<file path="src/rtl/spi_mem_pkg.sv">
// Shared definitions for the SPI memory slave sequencing controller.
// State encoding, default widths and the R/W bit polarity.
package spi_mem_pkg;

    localparam int ADDR_WIDTH_DEF = 7;
    localparam int DATA_WIDTH_DEF = 8;

    // Value of the R/W bit in the command byte that selects a read.
    localparam logic RW_READ = 1'b1;

    typedef enum logic [3:0] {
        ST_IDLE       = 4'd0,
        ST_GET_ADDR   = 4'd1,
        ST_GOT_ADDR   = 4'd2,
        ST_READ_LOAD  = 4'd3,
        ST_READ_SHIFT = 4'd4,
        ST_READ_INC   = 4'd5,
        ST_WRITE_RECV = 4'd6,
        ST_WRITE_DM   = 4'd7,
        ST_DONE       = 4'd8
    } state_e;

    // A transaction is in progress in every state except IDLE and DONE.
    function automatic logic state_is_busy(input state_e st);
        return (st != ST_IDLE) && (st != ST_DONE);
    endfunction

endpackage

</file>
<file path="src/rtl/spi_bit_counter.sv">
// Bit counter for the SPI memory controller.
// Counts increment pulses from zero and flags the pulse that reaches the
// terminal value; clear has priority over increment.
module spi_bit_counter #(
    parameter int CNT_W = 4
) (
    input  logic             clk,
    input  logic             rst_n,
    input  logic             clear_i,
    input  logic             inc_i,
    input  logic [CNT_W-1:0] terminal_i,
    output logic             done_o
);

    logic [CNT_W-1:0] count_q;
    logic [CNT_W-1:0] count_d;

    // Next count: clear wins, otherwise step on each increment pulse.
    always_comb begin
        count_d = count_q;
        if (clear_i) begin
            count_d = {CNT_W{1'b0}};
        end else if (inc_i) begin
            count_d = count_q + {{(CNT_W-1){1'b0}}, 1'b1};
        end else begin
            count_d = count_q;
        end
    end

    // Count register with asynchronous reset to zero.
    always_ff @(posedge clk or negedge rst_n) begin
        if (!rst_n) begin
            count_q <= {CNT_W{1'b0}};
        end else begin
            count_q <= count_d;
        end
    end

    // Flag the cycle in which the terminal-th pulse arrives, so the FSM can
    // leave the counting state on that same edge.
    assign done_o = inc_i && !clear_i &&
                    (count_q == (terminal_i - {{(CNT_W-1){1'b0}}, 1'b1}));

endmodule

</file>
<file path="src/rtl/spi_mem_fsm.sv">
// Sequencing controller for the SPI memory slave.
// Consumes conditioned chip select and single-cycle SCLK edge pulses and
// drives the shift register load, address latch load, data memory write
// and MISO enable strobes. A transaction is an 8-bit command (address then
// R/W bit, MSB first) followed by an 8-bit data phase.
// Optional build macro SPI_MEM_BURST_READ_EN: reads continue with an
// address increment and reload until chip select rises.
module spi_mem_fsm
    import spi_mem_pkg::*;
#(
    parameter int ADDR_WIDTH = ADDR_WIDTH_DEF,
    parameter int DATA_WIDTH = DATA_WIDTH_DEF
) (
    input  logic clk,
    input  logic reset_n,
    input  logic cs_cond,
    input  logic sclk_pos,
    input  logic sclk_neg,
    input  logic rw_bit,
    output logic addr_we,
    output logic sr_we,
    output logic dm_we,
    output logic miso_en,
    output logic addr_inc,
    output logic busy
);

    localparam int CNT_W = $clog2(DATA_WIDTH + 1);
    localparam logic [CNT_W-1:0] ADDR_TERM = CNT_W'(ADDR_WIDTH + 1);
    localparam logic [CNT_W-1:0] DATA_TERM = CNT_W'(DATA_WIDTH);

    state_e           state_q;
    logic             cnt_clr_s;
    logic             cnt_inc_s;
    logic             cnt_done_s;
    logic [CNT_W-1:0] cnt_term_s;

    logic addr_we_s;
    logic sr_we_s;
    logic dm_we_s;
    logic miso_en_s;
    logic busy_s;
`ifdef SPI_MEM_BURST_READ_EN
    logic addr_inc_s;
`endif

    // Counter control: only the edge type relevant to the state is counted;
    // every non-counting state (and chip select high) holds the count at 0.
    always_comb begin
        cnt_clr_s  = 1'b1;
        cnt_inc_s  = 1'b0;
        cnt_term_s = DATA_TERM;
        if (cs_cond) begin
            cnt_clr_s = 1'b1;
        end else begin
            case (state_q)
                ST_GET_ADDR: begin
                    cnt_clr_s  = 1'b0;
                    cnt_inc_s  = sclk_pos;
                    cnt_term_s = ADDR_TERM;
                end
                ST_READ_SHIFT: begin
                    cnt_clr_s = 1'b0;
                    cnt_inc_s = sclk_neg;
                end
                ST_WRITE_RECV: begin
                    cnt_clr_s = 1'b0;
                    cnt_inc_s = sclk_pos;
                end
                default: begin
                    cnt_clr_s = 1'b1;
                    cnt_inc_s = 1'b0;
                end
            endcase
        end
    end

    spi_bit_counter #(
        .CNT_W(CNT_W)
    ) u_bit_counter (
        .clk       (clk),
        .rst_n     (reset_n),
        .clear_i   (cnt_clr_s),
        .inc_i     (cnt_inc_s),
        .terminal_i(cnt_term_s),
        .done_o    (cnt_done_s)
    );

    // Transaction state machine; chip select high aborts to IDLE from anywhere.
    always_ff @(posedge clk or negedge reset_n) begin
        if (!reset_n) begin
            state_q <= ST_IDLE;
        end else if (cs_cond) begin
            state_q <= ST_IDLE;
        end else begin
            case (state_q)
                ST_IDLE: begin
                    state_q <= ST_GET_ADDR;
                end
                ST_GET_ADDR: begin
                    if (cnt_done_s) begin
                        state_q <= ST_GOT_ADDR;
                    end else begin
                        state_q <= ST_GET_ADDR;
                    end
                end
                ST_GOT_ADDR: begin
                    // The last command bit sits in the shift register LSB now.
                    if (rw_bit == RW_READ) begin
                        state_q <= ST_READ_LOAD;
                    end else begin
                        state_q <= ST_WRITE_RECV;
                    end
                end
                ST_READ_LOAD: begin
                    state_q <= ST_READ_SHIFT;
                end
                ST_READ_SHIFT: begin
                    if (cnt_done_s) begin
`ifdef SPI_MEM_BURST_READ_EN
                        state_q <= ST_READ_INC;
`else
                        state_q <= ST_DONE;
`endif
                    end else begin
                        state_q <= ST_READ_SHIFT;
                    end
                end
`ifdef SPI_MEM_BURST_READ_EN
                ST_READ_INC: begin
                    state_q <= ST_READ_LOAD;
                end
`endif
                ST_WRITE_RECV: begin
                    if (cnt_done_s) begin
                        state_q <= ST_WRITE_DM;
                    end else begin
                        state_q <= ST_WRITE_RECV;
                    end
                end
                ST_WRITE_DM: begin
                    state_q <= ST_DONE;
                end
                ST_DONE: begin
                    state_q <= ST_DONE;
                end
                default: begin
                    state_q <= ST_IDLE;
                end
            endcase
        end
    end

    // Moore decode of the strobes from the current state.
    always_comb begin
        addr_we_s  = 1'b0;
        sr_we_s    = 1'b0;
        dm_we_s    = 1'b0;
        miso_en_s  = 1'b0;
`ifdef SPI_MEM_BURST_READ_EN
        addr_inc_s = 1'b0;
`endif
        busy_s     = state_is_busy(state_q);
        case (state_q)
            ST_GOT_ADDR: begin
                addr_we_s = 1'b1;
            end
            ST_READ_LOAD: begin
                sr_we_s = 1'b1;
`ifdef SPI_MEM_BURST_READ_EN
                // Keep MISO driven across the reload gap between burst bytes.
                miso_en_s = 1'b1;
`endif
            end
            ST_READ_SHIFT: begin
                miso_en_s = 1'b1;
            end
`ifdef SPI_MEM_BURST_READ_EN
            ST_READ_INC: begin
                addr_inc_s = 1'b1;
                miso_en_s  = 1'b1;
            end
`endif
            ST_WRITE_DM: begin
                dm_we_s = 1'b1;
            end
            default: begin
                addr_we_s = 1'b0;
            end
        endcase
    end

    // Chip select high gates every strobe, so a cs rise coincident with
    // WRITE_DM never produces a partial write.
    assign addr_we = addr_we_s & ~cs_cond;
    assign sr_we   = sr_we_s   & ~cs_cond;
    assign dm_we   = dm_we_s   & ~cs_cond;
    assign miso_en = miso_en_s & ~cs_cond;
    assign busy    = busy_s    & ~cs_cond;
`ifdef SPI_MEM_BURST_READ_EN
    assign addr_inc = addr_inc_s & ~cs_cond;
`else
    assign addr_inc = 1'b0;
`endif

endmodule
</file>
<file path="config.mk">
export PLATFORM = sky130hd
export DESIGN_NAME = spi_mem_fsm
export DESIGN_NICKNAME = d
export VERILOG_FILES = /design/src/rtl/spi_mem_pkg.sv /design/src/rtl/spi_bit_counter.sv /design/src/rtl/spi_mem_fsm.sv
export SDC_FILE = /design/constraint.sdc
export NUM_CORES = 1
export LEC_CHECK = 0
export ABC_AREA = 1
export CORE_AREA = 3 3 40 42
export CTS_CLUSTER_DIAMETER = 30
export CTS_CLUSTER_SIZE = 30
export DETAILED_ROUTE_END_ITERATION = 8
export DIE_AREA = 0 0 43 45
export GPL_ROUTABILITY_DRIVEN = 0
export HOLD_SLACK_MARGIN = 0.12
export PLACE_DENSITY = 0.69
export SLEW_MARGIN = 20
export SYNTH_ARGS = -nofsm -noshare
export SYNTH_HDL_FRONTEND = slang
export SYNTH_SLANG_ARGS = --single-unit
</file>
<file path="constraint.sdc">
create_clock -name clk -period 1.3 [get_ports clk]
set_clock_uncertainty 0.05 [all_clocks]
set_input_delay 0.195 -clock clk [delete_from_list [all_inputs] [get_ports clk]]
set_output_delay 0.195 -clock clk [all_outputs]
set_load 0.02 [all_outputs]
</file>
* Word level (Yosys, flattened, before mapping) *
Index checks and enable logic that the tools add are counted.

word-level totals
  flip-flop bits (word level) = 8
  input port bits = 6
  output and inout bits = 6
  word-level logic and storage cells = 44

cells by class
  add/subtract/negate cells = 1
  equality and inequality tests = 9
  muxes and demuxes = 16
  bitwise logic cells = 6
  reduce and logical (&&, ||, !) cells = 10

operators with widths
  cell                                                  count
  one-hot mux 4 bit (7 select lines)                    1
  equality test 4 x 3 -> 1 bit (second input constant)  4
  2-to-1 mux 4 bit                                      4
  equality test 4 x 2 -> 1 bit (second input constant)  2
  2-to-1 mux 1 bit                                      8
  AND 1 bit                                             5
  adder 4 x 1 -> 4 bit (second input constant)          1
  equality test 4 x 1 -> 1 bit (second input constant)  1
  equality test 4 bit (second input constant)           1
  zero test 4 bit                                       1
  != test 4 bit (second input constant)                 1
  nonzero test 4 bit                                    1
  OR reduction 2 bit                                    2
  logical AND 1 bit                                     3
  2-to-1 mux 3 bit                                      1
  OR reduction 3 bit                                    1
  2-to-1 mux 2 bit                                      1
  one-hot mux 1 bit (2 select lines)                    1
  nonzero test 2 bit                                    1
  zero test 1 bit                                       1
  inverter 1 bit                                        1

* Logic depth before layout (Yosys ltp) *
Gate-level depths: netlist of run 1.

  depth in word-level cells = 10
  depth in mapped cells = 11
  gate-level depth less buffers = 11

* Modules after synthesis *
Synthesis of run 1 repeated with hierarchy kept, for this count alone.

unflattened totals
  cell total of the unflattened synthesis = 103
  area total of the unflattened synthesis = 684.4 sq um

modules (own cells, without submodules)
  module           times used  cells each  area each (sq um)  sequential area each (sq um)
  spi_mem_fsm      1           52          346.6              100.1
  spi_bit_counter  1           51          337.8              100.1

* Worst setup path before layout of run 1 *
OpenSTA, ideal clock, no wires.

  kind = reg2reg
  start = register state_q[0]
  end = register state_q[0]
  library setup time = 0.113 ns
  data arrival time = 1.355 ns
  data required time = 1.137 ns
  path slack = -0.218 ns
  cell stages (with the launch flop) = 11
  path buffers = 0
  clock period less this slack = 1.518 ns
  cell sequence = dfrtp_1 nor2_1 nand2_1 nor2_2 nand2_2 nand2_4 nand2_2 nand2_1 nand3_1 nand2_1 inv_1

on the way
  cells in the longest elaborated chain, start to end = 10
  elaborated cells on any way between the ends = 22
  classes of those cells = eq/ne (7); mux (8); reduce/logical (7)

ends and longest elaborated chain
  item                                                                          line                                    text
  start, declared                                                               spi_mem_fsm.sv:32                       state_e state_q;
  start signal, assigned                                                        spi_mem_fsm.sv:92                       state_q <= ST_IDLE;
  start signal, assigned                                                        spi_mem_fsm.sv:94                       state_q <= ST_IDLE;
  start signal, assigned                                                        spi_mem_fsm.sv:98                       state_q <= ST_GET_ADDR;
  equality test 4 x 3 -> 1 bit or equality test 4 x 1 -> 1 bit (tied branches)  spi_mem_fsm.sv:56, spi_mem_fsm.sv:96
  OR reduction 3 bit (no line)                                                  n/a
  2-to-1 mux 1 bit                                                              spi_mem_fsm.sv:56                       case (state_q)
  2-to-1 mux 1 bit                                                              spi_mem_fsm.sv:53                       if (cs_cond) begin
  zero test 1 bit                                                               spi_bit_counter.sv:41                   assign done_o = inc_i && !clear_i &&
  logical AND 1 bit (2 in series)                                               spi_bit_counter.sv:41
  2-to-1 mux 1 bit or 2-to-1 mux 2 bit (tied branches)                          spi_mem_fsm.sv:135, spi_mem_fsm.sv:101
  one-hot mux 4 bit (7 select lines) *                                          spi_mem_fsm.sv:96                       case (state_q)
  2-to-1 mux 4 bit *                                                            spi_mem_fsm.sv:93                       end else if (cs_cond) begin

Every way passes the cells marked *; elsewhere a longest branch is shown, timed or not.
A chain may end at the register's enable or synchronous reset.

* Final worst setup path of run 1 *
  start = register state_q[2]
  end = output dm_we

on the way
  cells in the longest elaborated chain, start to end = 3

ends and longest elaborated chain
  item                          line                text
  equality test 4 x 3 -> 1 bit  spi_mem_fsm.sv:164  case (state_q)
  2-to-1 mux 1 bit              spi_mem_fsm.sv:164
  AND 1 bit                     spi_mem_fsm.sv:197  assign dm_we = dm_we_s & ~cs_cond;
  end, declared                 spi_mem_fsm.sv:22   output logic dm_we,

Every way passes these cells.

==> flow_summary_export.csv, run 1 <==
group,metric,value,unit
status,outcome,"complete, but fails checks",
status,failed_checks,"negative setup slack",
yosys,synth_area,541,um^2
place,place_ws,-0.508,ns
routing,via_count,601,
worst_setup_path,cpMaxStageDelayCell,"sky130_fd_sc_hd__dfrtp_1",
routing,final_antenna_net_count,0,
floorplan,floorplan.die.width,43,um
cts,cts_root_buffer,"sky130_fd_sc_hd__clkbuf_4",
yosys,synthesis.nets,84,
power_and_ir_drop,worst_ir_drop_vdd,0.797,mV
routing,totalWireLength,1440,um
global_route,global_router_s_overall_resource_usage,15.7,%
cts,numClockSinks,8,
yosys,ys_top_cells_by_area,"sky130_fd_sc_hd__dfrtp_1 (37%), sky130_fd_sc_hd__nand2_1 (9.7%), sky130_fd_sc_hd__nor2_1 (8.3%)",
worst_setup_path,kind_of_end_point_of_the_critical_path,"primary output",
yosys,avgSynthCellArea,7.02,um^2
sta,grt_setup_unrepaired,"yes",
yosys,yosys.cell_count.top_type,"sky130_fd_sc_hd__nand2_1",
yosys,synth_top_flop_cell,"sky130_fd_sc_hd__dfrtp_1",
sta,timing.setup.tns,-1.96,ns
worst_setup_path,slowest_delay,0.37,ns
sta,final-hold-violation-count,0,
finish,diodes,0,
cts,hold_buffers,0,
yosys,syn-instance-count,77,
power_and_ir_drop,total_leakage_power,0.451,nW
worst_setup_path,crit_path_top_cell_by_count,"sky130_fd_sc_hd__inv_2",
cts,tritoncts.num_buffers,3,
floorplan,core_area,1280,um^2
cts,clockBufferDepth,2,
sta,timing.fmax,655,MHz
global_route,globalRouteOverflowTotal,0,
worst_setup_path,cp_data_arrival_time,1.28,ns
sta,min_period,1.53,ns
finish,area_used_by_multi_input_combinational_logic,355,um^2
yosys,synth_seq_area_share,37.0,%
worst_setup_path,worst-setup-path-type,"reg2out",
place,place.detailed.instances,116,
global_route,first_global_vias,540,
worst_setup_path,worst-endpoint-required,1.05,ns
global_route,grt_pass1_wl,2250,um
cts,tritoncts_clock_tree,"done",
cts,cts.reportedPaths.clkPinSlew,0.05,ns
yosys,number_of_enable_type_register_cells_in_the_synthesized_netlist,0,
global_route,maximum_number_of_pins_on_one_net_before_global_route_repair,9,
sta,timing.final.setup_violations,13,
floorplan,fp-row-count,13,
finish,syn2layout_area_growth,68.8,%
worst_setup_path,cp_num_buf_inv,3,
finish,regArea,203,um^2
run,cap_violations,0,
routing,per_cell_routed_wire_length,11.4,um
yosys,synth.lib_cells_used.distinct,23,
routing,average_vias_per_placed_instance,4.77,
floorplan,floorplan.initialDensity,42.1,%
power_and_ir_drop,pwr_density_cell,671,nW/um^2
yosys,synth_top_cell_by_area,"sky130_fd_sc_hd__dfrtp_1",
yosys,synth.top_cells.by_count,"sky130_fd_sc_hd__nand2_1 (14), sky130_fd_sc_hd__nor2_1 (12), sky130_fd_sc_hd__inv_1 (9), sky130_fd_sc_hd__dfrtp_1 (8), sky130_fd_sc_hd__a21oi_1 (5)",
place,detailed_place_hpwl,1040,um
power_and_ir_drop,power,0.612,mW
cts,worst_skew_pair.late_latency,0.25,ns
finish,share_of_final_layout_standard_cells_stronger_than_drive_strength_1,50.5,%
routing,drt-pass1-iter-count,4,
yosys,synth_top_cell_area_share,37.0,%
routing,route.detailed.drc,0,
yosys,postSynth.asyncResetShare,100,%
worst_setup_path,cp_max_fo,3,
sta,finalMaxSlewViolations,0,
floorplan,die_area,1940,um^2
global_route,antenna_violations_before_repair,0,
sta,period_share,117,%
worst_setup_path,critPathTopFamily,"flip-flops",
yosys,synth_warnings,0,
yosys,postSynthRegisterBits,8,
worst_setup_path,timing.critical_path.cells,"inv_2 > nor2_4 > inv_2 > nor4_4 > buf_4",
floorplan,io_pins,12,
cts,clock_tree.htree_level_count,1,
finish,layout.nets,120,
place,port_buffers,10,
finish,filler_cell_count,102,
finish,final_cells,126,
floorplan,die-height,45,um
min_path,hold_path_class,"in2async",
routing,first_drt_iteration_drcs,21,
worst_setup_path,startpoint_type,"register",
sta,final_critical_path_setup_slack,-0.227,ns
-- layer usage --
layer | up-vias | global-route usage [%] | part of all wire, %
met3 | 2 | 4.78 | 4.3
met4 | 0 | 1.81 | 1.2
li1 | 310 | - | -
met5 | - | 0 | 0
met1 | 273 | 19.6 | 42
met2 | 16 | 27.8 | 53
-- flip-flops by register name (all words and copies together), names as in the netlist --
| name | count |
|---|---|
| state_q | 4 |
| u_bit_counter.count_q | 4 |
-- power by group --
| part | internal (mW) | total (mW) | switching (mW) |
|---|---|---|---|
| clock | 0.105 | 0.185 | 0.0794 |
| combinational | 0.0659 | 0.141 | 0.0753 |
| sequential | 0.270 | 0.286 | 0.0162 |
| total | 0.441 | 0.612 | 0.171 |
-- stage by stage --
step / utilization (%) / hold WS [ns] / cell area, um^2
finish: 71.0 / 0.165 / 912
global route: 71.0 / 0.177 / 912
CTS: 67.3 / 0.171 / 865
detailed placement: 61.0 / 0.439 / 783
global placement: 61.0 / 0.432 / 783
floorplan: - / -0.151 / 557
-- worst paths after layout --
path	cells after the start	from	end	slack [ns]
worst max-delay path	5	state_q[2]	dm_we	-0.23
worst min-delay path	1	reset_n	u_bit_counter.count_q[0]	0.17
worst max register to register	12	state_q[2]	state_q[0]	-0.21
worst min register to register	2	u_bit_counter.count_q[1]	u_bit_counter.count_q[1]	0.45
max in group asynchronous	1	reset_n	state_q[0]	0.75
min in group clk	2	u_bit_counter.count_q[1]	u_bit_counter.count_q[1]	0.45
-- final cells by class --
class | count | share of cell area, %
timing repair buffer | 33 | 29.4
inverter | 12 | 4.94
clock buffer | 3 | 2.47
sequential | 8 | 22.2
tap | 15 | 2.06
multi-input combinational | 55 | 39.0
-- cells in the final DEF (no fill, tap or decap), types with 3 or more instances in the layout --
master / n
sky130_fd_sc_hd__inv_1: 8
sky130_fd_sc_hd__a21oi_1: 3
sky130_fd_sc_hd__dfrtp_1: 6
sky130_fd_sc_hd__nand2_2: 6
sky130_fd_sc_hd__nand3_1: 4
sky130_fd_sc_hd__nand2_1: 10
sky130_fd_sc_hd__clkbuf_4: 3
sky130_fd_sc_hd__inv_2: 4
sky130_fd_sc_hd__clkdlybuf4s50_1: 5
sky130_fd_sc_hd__nor2_1: 8
sky130_fd_sc_hd__buf_4: 26
sky130_fd_sc_hd__nor2_4: 4
-- cell families after synthesis --
family	synth area share, %
flops	37.0
compound gates	12.3
xor+xnor	1.62
simple gates	35.4
fa+ha+maj	2.31
other cells	0.694
buf+inv	10.6
-- repair_timing --
item,4_1_cts,5_1_grt
endpoints found under the setup margin,13,13
setup buffers,5,2
pin swaps,11,8
resized for setup,35,10
(Power assumes the default switching activity.)
==> run 2, diff against run 1 <==
--- a/config.mk
+++ b/config.mk
@@ -12,8 +12,9 @@
 export DETAILED_ROUTE_END_ITERATION = 8
 export DIE_AREA = 0 0 43 45
 export GPL_ROUTABILITY_DRIVEN = 0
+export GPL_TIMING_DRIVEN = 0
 export HOLD_SLACK_MARGIN = 0.12
-export PLACE_DENSITY = 0.69
+export PLACE_DENSITY_LB_ADDON = 0.05
 export SLEW_MARGIN = 20
 export SYNTH_ARGS = -nofsm -noshare
 export SYNTH_HDL_FRONTEND = slang
==> flow_summary_export.csv, run 2 (synthesis gave the netlist of run 1 again) <==
group,metric,value,unit
power_and_ir_drop,pwr_density_cell,734,nW/um^2
sta,final_critical_path_setup_slack,-0.158,ns
routing,route.detailed.drc,0,
sta,min_period,1.46,ns
min_path,hold_path_class,"in2async",
worst_setup_path,timing.critical_path.cells,"nor2_4 > inv_2 > nor4_2 > buf_2",
sta,finalMaxSlewViolations,0,
place,detailed_place_hpwl,907,um
worst_setup_path,cpMaxStageDelayCell,"sky130_fd_sc_hd__dfrtp_2",
finish,diodes,0,
routing,totalWireLength,1360,um
routing,via_count,554,
finish,filler_cell_count,131,
global_route,grt_pass1_wl,2170,um
sta,timing.setup.tns,-1.51,ns
global_route,global_router_s_overall_resource_usage,15.2,%
finish,layout.cell_area.non_filler,857,um^2
finish,share_of_final_layout_standard_cells_stronger_than_drive_strength_1,54.5,%
global_route,met1_capacity_usage_during_global_routing,15.3,%
global_route,globalRouteOverflowTotal,0,
finish,fin_util,66.7,%
routing,final_antenna_net_count,0,
cts,cts_root_buffer,"sky130_fd_sc_hd__clkbuf_4",
routing,per_cell_routed_wire_length,12.0,um
power_and_ir_drop,cell_internal_pwr,0.446,mW
floorplan,die-height,45,um
cts,tritoncts.num_buffers,3,
power_and_ir_drop,total_leakage_power,0.402,nW
cts,cts.reportedPaths.clkPinSlew,0.05,ns
cts,clockBufferDepth,2,
place,placedInstanceArea,666,um^2
worst_setup_path,worst-endpoint-required,1.05,ns
power_and_ir_drop,p_sw,0.184,mW
cts,tritoncts_clock_tree,"done",
power_and_ir_drop,swShare,29.2,%
sta,period_share,112,%
power_and_ir_drop,share_clk_of_total_power,29.2,%
sta,grt_setup_unrepaired,"yes",
power_and_ir_drop,power.share.sequential,45.8,%
power_and_ir_drop,worst_ir_drop_vdd,0.527,mV
routing,first_drt_iteration_drcs,12,
sta,final-hold-violation-count,0,
worst_setup_path,worst-setup-path-type,"reg2out",
cts,numClockSinks,8,
floorplan,die_area,1940,um^2
global_route,maximum_number_of_pins_on_one_net_before_global_route_repair,9,
place,place_ws,-0.458,ns
worst_setup_path,cp_max_fo,3,
finish,final_cell_mix,"sky130_fd_sc_hd__buf_4 (11), sky130_fd_sc_hd__nand2_2 (8), sky130_fd_sc_hd__nand2_1 (8)",
finish,final_cells,114,
finish,largest_registers,"state_q: 4 flops, u_bit_counter.count_q: 4 flops",
floorplan,floorplan.initialDensity,42.1,%
worst_setup_path,ff2ff_setup_slack,-0.15,ns
global_route,busiest_layer,"met2",
worst_setup_path,startpoint_type,"register",
worst_setup_path,ff2ff_path_depth,9,
run,cap_violations,0,
global_route,antenna_violations_before_repair,0,
floorplan,io_pins,12,
worst_setup_path,kind_of_end_point_of_the_critical_path,"primary output",
routing,average_vias_per_placed_instance,4.86,
routing,drt-pass1-iter-count,4,
floorplan,floorplan.die.width,43,um
floorplan,fp-row-count,13,
finish,area_used_by_multi_input_combinational_logic,378,um^2
power_and_ir_drop,combinationalPowerShare,25.0,%
place,port_buffers,9,
floorplan,core_area,1280,um^2
cts,clock_tree.htree_level_count,1,
global_route,first_global_vias,572,
worst_setup_path,slowest_delay,0.44,ns
global_route,gr-usage-met2,28.7,%
sta,timing.final.setup_violations,13,
status,failed_checks,"negative setup slack",
sta,timing.fmax,686,MHz
finish,layout.nets,108,
finish,most_frequent_standard_cell_in_the_layout_excluding_fill_and_tap_cells,"sky130_fd_sc_hd__buf_4",
global_route,grt.met3_usage,2.79,%
finish,regArea,204,um^2
finish,syn2layout_area_growth,58.6,%
cts,worst_skew_pair.late_latency,0.25,ns
place,place.detailed.instances,101,
status,outcome,"complete, but fails checks",
worst_setup_path,cp_data_arrival_time,1.21,ns
==> run 2: power groups by stage <==
stage | combinational (mW) | sequential (mW) | clock (mW)
floorplan | 0.0750 | 0.285 | 0
global placement | 0.106 | 0.288 | 0
detailed placement | 0.106 | 0.289 | 0
CTS | 0.123 | 0.286 | 0.203
global route | 0.174 | 0.289 | 0.208
finish | 0.158 | 0.288 | 0.184
==> run 2: final timing paths <==
check                                         start                        to
hold reg to reg            u_bit_counter.count_q[1]  u_bit_counter.count_q[1]
hold / removal                              reset_n  u_bit_counter.count_q[2]
setup / recovery                         state_q[3]                     dm_we
setup reg to reg                         state_q[0]  u_bit_counter.count_q[2]
min in group clk                            cs_cond                state_q[2]
max in group asynchronous                   reset_n                state_q[3]
==> run 2: through the flow <==
stage	hold slack, ns	total power, mW
6_report	0.172	0.629
3_3_place_gp	0.444	0.394
2_1_floorplan	-0.151	0.360
4_1_cts	0.170	0.612
5_1_grt	0.181	0.671
3_5_place_dp	0.454	0.395
==> run 2: cell type report <==
cell class                      instances  share of cell area (%)
Buffer                                  2                    1.46
Timing Repair Buffer                   19                    20.0
Inverter                               12                    5.84
Clock buffer                            3                    2.63
Tap cell                               15                    2.19
Sequential cell                         8                    23.8
Multi-Input combinational cell         55                    44.1
==> run 2: per-layer routing <==
layer	part of all wire [%]	up-vias
li1	-	290
met3	4.0	0
met1	38	257
met5	0	-
met2	58	7
met4	0	0
==> run 2: what timing repair did <==
item	4_1_cts	5_1_grt
cloned	0	0
setup buffers	13	3
endpoints found under the setup margin	13	13
hold buffers	0	0
pin swaps	6	8
resized for setup	40	16
==> run 2: worst max-delay path, delay by kind of cell, from the launching register on <==
kind                   cells  cell delay (ns)
buffers and inverters      2             0.26
flip-flops                 1             0.44
AND/OR/NAND/NOR            2             0.28
==> run 3, diff against run 2 <==
==> constraint.sdc (replaced) <==
create_clock -name clk -period 1.68 [get_ports clk]
set_clock_uncertainty 0.05 [all_clocks]
set_input_delay 0.252 -clock clk [delete_from_list [all_inputs] [get_ports clk]]
set_output_delay 0.252 -clock clk [all_outputs]
set_load 0.02 [all_outputs]
==> flow_summary_export.csv, run 3 (synthesis gave the netlist of run 1 again) <==
group,metric,value,unit
status,outcome,"finished, final reports clean",
sta,whs,0.226,ns
finish,most_frequent_standard_cell_in_the_layout_excluding_fill_and_tap_cells,"sky130_fd_sc_hd__nand2_1",
floorplan,die-height,45,um
finish,filler_cell_count,134,
power_and_ir_drop,power,0.442,mW
global_route,grt_pass1_wl,1610,um
worst_setup_path,cpMaxStageDelayCell,"sky130_fd_sc_hd__dfrtp_1",
cts,cts.reportedPaths.clkPinSlew,0.05,ns
floorplan,die_area,1940,um^2
sta,final_critical_path_setup_slack,0.122,ns
global_route,global_router_s_overall_resource_usage,11.1,%
sta,finalMaxSlewViolations,0,
routing,via_count,509,
cts,tritoncts.num_buffers,3,
routing,drt-pass1-iter-count,2,
cts,cts_root_buffer,"sky130_fd_sc_hd__clkbuf_4",
floorplan,floorplan.die.width,43,um
floorplan,core_area,1280,um^2
cts,numClockSinks,8,
worst_setup_path,ff2ff_setup_slack,0.22,ns
cts,hold_buffers,0,
cts,tritoncts_clock_tree,"done",
floorplan,floorplan.initialDensity,42.1,%
finish,syn2layout_area_growth,23.6,%
worst_setup_path,kind_of_end_point_of_the_critical_path,"primary output",
finish,largest_registers,"state_q: 4 flops, u_bit_counter.count_q: 4 flops",
worst_setup_path,cp_data_arrival_time,1.26,ns
global_route,maximum_number_of_pins_on_one_net_before_global_route_repair,9,
cts,clock_tree.htree_level_count,1,
sta,min_period,1.56,ns
finish,share_of_final_layout_standard_cells_stronger_than_drive_strength_1,24.4,%
place,detailed_place_hpwl,833,um
sta,final-hold-violation-count,0,
sta,timing.final.setup_violations,0,
routing,final_antenna_net_count,0,
finish,diodes,0,
global_route,globalRouteOverflowTotal,0,
cts,worst_skew_pair.late_latency,0.25,ns
power_and_ir_drop,worst_ir_drop_vdd,0.491,mV
power_and_ir_drop,total_leakage_power,0.332,nW
global_route,first_global_vias,422,
global_route,antenna_violations_before_repair,0,
worst_setup_path,startpoint_type,"register",
place,place_ws,-0.103,ns
finish,final_cell_mix,"sky130_fd_sc_hd__nand2_1 (14), sky130_fd_sc_hd__nor2_1 (10), sky130_fd_sc_hd__inv_1 (9)",
worst_setup_path,slowest_delay,0.43,ns
routing,route.detailed.drc,0,
worst_setup_path,worst-setup-path-type,"reg2out",
power_and_ir_drop,pwr_density_cell,661,nW/um^2
routing,per_cell_routed_wire_length,9.77,um
floorplan,fp-row-count,13,
routing,first_drt_iteration_drcs,6,
worst_setup_path,worst-endpoint-required,1.38,ns
floorplan,io_pins,12,
sta,timing.fmax,642,MHz
worst_setup_path,r2r-end,"state_q[0]",
place,port_buffers,9,
worst_setup_path,timing.critical_path.cells,"nor2_2 > inv_1 > nor4_1 > buf_2",
finish,layout.nets,99,
routing,average_vias_per_placed_instance,4.85,
worst_setup_path,ff2ff_path_depth,11,
run,cap_violations,0,
sta,timing.setup.tns,0,ns
worst_setup_path,cp_num_buf_inv,2,
worst_setup_path,cp_max_fo,4,
worst_setup_path,critical_path.reg2reg.startpoint,"state_q[2]",
routing,totalWireLength,1030,um
sta,period_share,92.8,%
worst_setup_path,critPathTopFamily,"flip-flops",
min_path,hold_path_class,"in2async",
cts,clockBufferDepth,2,
sta,grt_setup_unrepaired,"no",
-- run 3: how the worst max path moves through the flow --
stage	from	endpoint	depth (start not counted)
floorplan	state_q[0]	state_q[0]	10
global placement	state_q[0]	miso_en	4
detailed placement	state_q[3]	sr_we	4
CTS	state_q[3]	dm_we	4
global route	state_q[2]	sr_we	5
finish	state_q[3]	dm_we	4
-- run 3: through the flow --
| stage | cells | area (um^2) | util [%] |
|---|---|---|---|
| 4_1_cts | 104 | 678 | 52.8 |
| 3_3_place_gp | 101 | 649 | 50.5 |
| 2_1_floorplan | 77 | 541 | - |
| 6_report | 105 | 668 | 52.0 |
| 3_5_place_dp | 101 | 649 | 50.5 |
| 5_1_grt | 105 | 668 | 52.0 |
-- run 3: area by class of cell --
type,count,area (um^2),share of cell area [%]
clock buffer,3,22.5,3.37
multi-input combinational,55,293,43.8
tap,15,18.8,2.81
timing repair buffer,10,76.3,11.4
sequential,8,200,30.0
inverter,12,45.0,6.74
buffer,2,12.5,1.87
-- run 3: timing repair --
item / 4_1_cts / 5_1_grt
pin swaps: 0 / 1
resized for setup: 14 / 6
endpoints found under the setup margin: 5 / 4
buffers inserted: 0 / 1
hold endpoints to repair: 0 / 0
-- run 3: per-layer routing --
layer  vias up  wire [um]  GRT usage (%)
met5         -          0              0
met4         0         13           7.23
met3         2         42           1.20
met2         8        498           18.9
met1       226        471           13.4
li1        273          -              -
-- run 3: where the power goes --
| group | internal (mW) | switching [mW] |
|---|---|---|
| Clock | 0.0813 | 0.0592 |
| Sequential | 0.209 | 0.0126 |
| Combinational | 0.0330 | 0.0473 |
==> variant 1: new RTL, settings of run 2 <==
Change the package constant `DATA_WIDTH_DEF` from 8 to 4.
--- a/src/rtl/spi_mem_pkg.sv
+++ b/src/rtl/spi_mem_pkg.sv
@@ -5,3 +5,3 @@
     localparam int ADDR_WIDTH_DEF = 7;
-    localparam int DATA_WIDTH_DEF = 8;
+    localparam int DATA_WIDTH_DEF = 4;
 
Behaviour: same outputs for any inputs over 10 cycles, from zero or initial values and one cycle with reset_n low; that may be too few to reach the edited logic, so the function may still have changed.
==> variant 1 against run 2 <==
- the flow still finishes with violations (setup timing)
- sequential cell count fell by 1
- design area increased by 1.2%
- critical endpoint is now state_q[0]
- worst setup slack lost 0.055 ns
- via count increased by 1.8%
- count of clock-buffer cells in the layout grew 1
- routed wire length decreased by 5.0%
- area after synthesis up 0.46%
- global-route usage fell by 0.084 points
- largest cell class unchanged
- power is 15% lower
==> variant 1: results (changes against run 2) <==
<table>
<tr><th>Metric</th><th>Value</th></tr>
<tr><th colspan="2">Global route</th></tr>
<tr><td>Met1 usage</td><td>0.205 (+0.0520)</td></tr>
<tr><td>Wire length of the first global-routing pass</td><td>2.19 mm (+0.97%)</td></tr>
<tr><td>Met2 track utilization from global routing</td><td>0.234 (-0.0539)</td></tr>
<tr><td>GRT Util Overall</td><td>0.151 (-0.000840)</td></tr>
<tr><th colspan="2">Yosys</th></tr>
<tr><td>Library cells used by synthesis</td><td>24 (+4.3%)</td></tr>
<tr><td>Ranking of synthesized cells by area</td><td>sky130_fd_sc_hd__dfrtp_1 32%, sky130_fd_sc_hd__nand2_2 6.9%, sky130_fd_sc_hd__nand2_1 4.8%</td></tr>
<tr><th colspan="2">STA</th></tr>
<tr><td>Accumulated negative setup slack</td><td>-2.17 ns (-0.654 ns)</td></tr>
<tr><td>Setup slack of the critical path after layout</td><td>-0.214 ns (-0.0550 ns)</td></tr>
<tr><td># setup viols final</td><td>12 (-1)</td></tr>
<tr><th colspan="2">Setup path</th></tr>
<tr><td>Max stage delay cell, worst path</td><td>sky130_fd_sc_hd__dfrtp_1</td></tr>
<tr><td>Highest net fanout along the worst path</td><td>5 (+2)</td></tr>
<tr><td>Highest cell delay on the worst timing path</td><td>0.46 ns (+0.02 ns)</td></tr>
<tr><td>Worst Reg-to-Reg Cells</td><td>11 (+2)</td></tr>
<tr><td>Capture instance of the worst register-to-register path</td><td>state_q[0]</td></tr>
<tr><td>Arrival time at the worst endpoint</td><td>1.60 ns (+0.39 ns)</td></tr>
<tr><th colspan="2">Placed design</th></tr>
<tr><td>HPWL Detailed</td><td>840 um (-7.4%)</td></tr>
<tr><td>Number of placed instances, taps included</td><td>95 (-5.9%)</td></tr>
<tr><td>Setup WS pre-CTS</td><td>-0.379 ns (+0.0788 ns)</td></tr>
<tr><td>Total placed instance area</td><td>673 um2 (+1.1%)</td></tr>
<tr><th colspan="2">Run status</th></tr>
<tr><td>Result of the run</td><td>complete, but fails checks</td></tr>
<tr><td>Violations in the final reports</td><td>setup timing</td></tr>
<tr><th colspan="2">Final layout</th></tr>
<tr><td>Count of fill cells added during filler insertion</td><td>105 (-20%)</td></tr>
<tr><td>Net count, final</td><td>104 (-3.7%)</td></tr>
<tr><td>Layout cells sized above 1</td><td>0.552 (+0.00663)</td></tr>
<tr><th colspan="2">Routing</th></tr>
<tr><td>Wire length on met2</td><td>599 um (-24%)</td></tr>
<tr><td>Average detailed-routed wire length per instance</td><td>11.7 um (-2.4%)</td></tr>
<tr><td>Vias/cell</td><td>5.08 (+4.6%)</td></tr>
<tr><td>Number of DRC markers in iteration 0</td><td>3 (-9)</td></tr>
</table>
==> variant 1: cell types whose count changed after synthesis, sizes merged, moves of 2 or more <==
cell,before,now
nand4,0,2
nor2,14,9
inv,12,10
nand2,18,15
==> variant 1: cell families after synthesis <==
family / count (synthesis) / share of synthesized area
buffers and inverters: 12 / 0.0968
flip-flops: 7 / 0.323
adder cells (fa/ha/maj): 1 / 0.0230
AND/OR/NAND/NOR: 36 / 0.366
AO/OA/AOI/OAI: 14 / 0.184
other: 1 / 0.00691
==> variant 1: how the worst max path moves through the flow <==
stage / from / to / slack (ns)
final: state_q[0] / state_q[0] / -0.21
after global routing: state_q[2] / state_q[1] / -0.30
after CTS: state_q[3] / state_q[0] / -0.21
after detailed placement: state_q[2] / sr_we / -0.38
after global placement: state_q[2] / sr_we / -0.38
after floorplan: state_q[2] / state_q[0] / -0.04
==> variant 1: power groups by stage <==
stage | Sequential, uW | Combinational [uW] | Clock, uW
3_3_place_gp | 230 | 89.3 | 0
3_5_place_dp | 231 | 88.9 | 0
5_1_grt | 230 | 136 | 215
4_1_cts | 227 | 108 | 191
6_report | 230 | 125 | 181
2_1_floorplan | 230 | 59.5 | 0
==> variant 1: layout make-up <==
type | count | area [um2] | area share
clock buffer | 4 | 26.3 | 0.0303
timing repair buffer | 21 | 181 | 0.209
inverter | 10 | 40.0 | 0.0462
multi-input combinational | 52 | 408 | 0.470
buffer | 2 | 15.0 | 0.0173
sequential | 7 | 178 | 0.205
tap | 15 | 18.8 | 0.0216
==> variant 1: timing repair <==
| action | CTS | global route |
|---|---|---|
| hold buffers | 0 | 0 |
| buffers inserted | 7 | 5 |
| resized for setup | 38 | 9 |
| endpoints found under the setup margin | 12 | 12 |
| pin swaps | 6 | 8 |
==> variant 2: new RTL, flow settings as in run 2 <==
Without the edit above. Encoding of `state_e`: now Gray code (4 bits for 9 states).
--- a/src/rtl/spi_mem_pkg.sv
+++ b/src/rtl/spi_mem_pkg.sv
@@ -11,11 +11,11 @@
     typedef enum logic [3:0] {
-        ST_IDLE       = 4'd0,
-        ST_GET_ADDR   = 4'd1,
-        ST_GOT_ADDR   = 4'd2,
-        ST_READ_LOAD  = 4'd3,
-        ST_READ_SHIFT = 4'd4,
-        ST_READ_INC   = 4'd5,
-        ST_WRITE_RECV = 4'd6,
-        ST_WRITE_DM   = 4'd7,
-        ST_DONE       = 4'd8
+        ST_IDLE       = 4'b0000,
+        ST_GET_ADDR   = 4'b0001,
+        ST_GOT_ADDR   = 4'b0011,
+        ST_READ_LOAD  = 4'b0010,
+        ST_READ_SHIFT = 4'b0110,
+        ST_READ_INC   = 4'b0111,
+        ST_WRITE_RECV = 4'b0101,
+        ST_WRITE_DM   = 4'b0100,
+        ST_DONE       = 4'b1100
     } state_e;
Check against the original RTL: no difference found for any inputs over 10 cycles, from zero or initial values and one cycle with reset_n low; not proved beyond that.
==> variant 2 against run 2 <==
- the flow still finishes with violations (setup timing)
- area after synthesis rose by 5.6%
- routed wire length rose by 26%
- first-iteration DRC count rose by 67%
- fmax fell by 1.3%
- sequential cell count did not move
- power fell by 3.2%
- design area rose by 7.7%
- critical path depth rose by 1
- worst setup slack got worse by 0.019 ns
- register-to-register slack barely moved
- hold slack got worse by 0.016 ns
- highest routed layer is now met4
==> variant 2: results (changes against run 2) <==
<table>
<tr><th>Metric</th><th>Value</th></tr>
<tr><th colspan="2">Setup path</th></tr>
<tr><td>Timing startpoint of the critical path</td><td>state_q[0]</td></tr>
<tr><td>Critical register-to-register path startpoint</td><td>state_q[1]</td></tr>
<tr><td>Highest net fanout along the worst path</td><td>4 (+1)</td></tr>
<tr><th colspan="2">Yosys</th></tr>
<tr><td>Ranking of synthesized cells by area</td><td>sky130_fd_sc_hd__dfrtp_1 35%, sky130_fd_sc_hd__inv_1 9.2%, sky130_fd_sc_hd__nand3_1 7.0%</td></tr>
<tr><td>Library cells used by synthesis</td><td>25 (+8.7%)</td></tr>
<tr><td>Portion of the post-synthesis area used by sequential elements</td><td>0.351 (-0.0195)</td></tr>
<tr><td>Top post-synthesis cells by count</td><td>14 x sky130_fd_sc_hd__inv_1, 9 x sky130_fd_sc_hd__nand2_1, 8 x sky130_fd_sc_hd__dfrtp_1, 8 x sky130_fd_sc_hd__nand3_1, 7 x sky130_fd_sc_hd__a21oi_1</td></tr>
<tr><td>Synthesized-area fraction occupied by ao, oa, aoi and oai cells</td><td>0.160 (+0.0374)</td></tr>
<tr><th colspan="2">Routing</th></tr>
<tr><td>Highest metal layer with signal wires</td><td>met4</td></tr>
<tr><td>Total length of routed met3 wires</td><td>120 um (+120%)</td></tr>
<tr><td>Number of DRC markers in iteration 0</td><td>20 (+8)</td></tr>
<tr><th colspan="2">Placed design</th></tr>
<tr><td>HPWL Detailed</td><td>859 um (-5.3%)</td></tr>
<tr><td>Setup WS pre-CTS</td><td>-0.479 ns (-0.0216 ns)</td></tr>
<tr><th colspan="2">Final layout</th></tr>
<tr><td>Fraction of area in multi-input gates</td><td>0.412 (-0.0290)</td></tr>
<tr><td>Layout multi-input combinational cell count</td><td>51 (-7.3%)</td></tr>
<tr><td>Layout cells sized above 1</td><td>0.551 (+0.00595)</td></tr>
<tr><td>Net count, final</td><td>116 (+7.4%)</td></tr>
<tr><td>Count of fill cells added during filler insertion</td><td>94 (-28%)</td></tr>
<tr><td>Sequential fraction of total cell area</td><td>0.220 (-0.0184)</td></tr>
<tr><td>Sequential cell count of the final layout</td><td>8 (unchanged)</td></tr>
<tr><th colspan="2">Global route</th></tr>
<tr><td>Via count of the first global-routing pass</td><td>581 (+1.6%)</td></tr>
<tr><td>GRT Util Overall</td><td>0.178 (+0.0255)</td></tr>
<tr><td>Wire length of the first global-routing pass</td><td>2.52 mm (+16%)</td></tr>
<tr><th colspan="2">Pwr</th></tr>
<tr><td>Leakage power</td><td>0.000451 uW (+12%)</td></tr>
<tr><th colspan="2">STA</th></tr>
<tr><td># setup viols final</td><td>12 (-1)</td></tr>
<tr><td>Setup slack of the critical path after layout</td><td>-0.178 ns (-0.0191 ns)</td></tr>
<tr><th colspan="2">Run status</th></tr>
<tr><td>Result of the run</td><td>complete, but fails checks</td></tr>
<tr><td>Violations in the final reports</td><td>setup timing</td></tr>
</table>
[variant 2: cell types whose count changed in the layout (fill, tap and decap cells not counted), sizes merged, moves of 2 or more]
cell / run 2 / this run
o21ai: 2 / 4
buf: 17 / 25
nand4: 0 / 4
nor2: 14 / 7
nand3: 5 / 9
nand2: 18 / 11
inv: 12 / 16
a21oi: 5 / 8
[variant 2: per-stage QoR]
step           power [uW]  utilization  TNS [ns]
2_1_floorplan         347            -         0
3_3_place_gp          380        0.537     -2.42
3_5_place_dp          380        0.537     -2.51
4_1_cts               584        0.661     -1.32
5_1_grt               639        0.719     -2.23
6_report              609        0.719     -1.31
[variant 2: what timing repair did]
action / CTS / global route
hold buffers: 0 / 0
hold endpoints to repair: 0 / 0
gates resized for setup: 43 / 12
pin swaps: 9 / 13
buffers inserted: 14 / 4
endpoints found under the setup margin: 6 / 13
[variant 2: logic make-up (layout without fill, tap and decap cells)]
| family | after synthesis | after routing |
|---|---|---|
| DFF | 8 | 8 |
| and+or+nand+nor | 35 | 35 |
| other | 1 | 1 |
| adders and majority gates | 1 | 1 |
| buffers and inverters | 18 | 48 |
| AOI/OAI and AO/OA | 14 | 14 |
[variant 2: final timing paths]
| kind | end | slack, ns | cells past startpoint |
|---|---|---|---|
| setup / recovery | busy | -0.18 | 5 |
| hold / removal | u_bit_counter.count_q[3] | 0.16 | 1 |
| setup reg to reg | state_q[1] | -0.15 | 10 |
| hold reg to reg | u_bit_counter.count_q[0] | 0.48 | 1 |
| max in group asynchronous | state_q[1] | 0.75 | 1 |
| min in group clk | state_q[3] | 0.22 | 2 |
[variant 2: power breakdown]
group          switching (uW)  total, uW  internal (uW)
Sequential               24.7        293            268
Clock                    87.4        193            106
Combinational            68.8        123           54.4
Total                     181        609            428
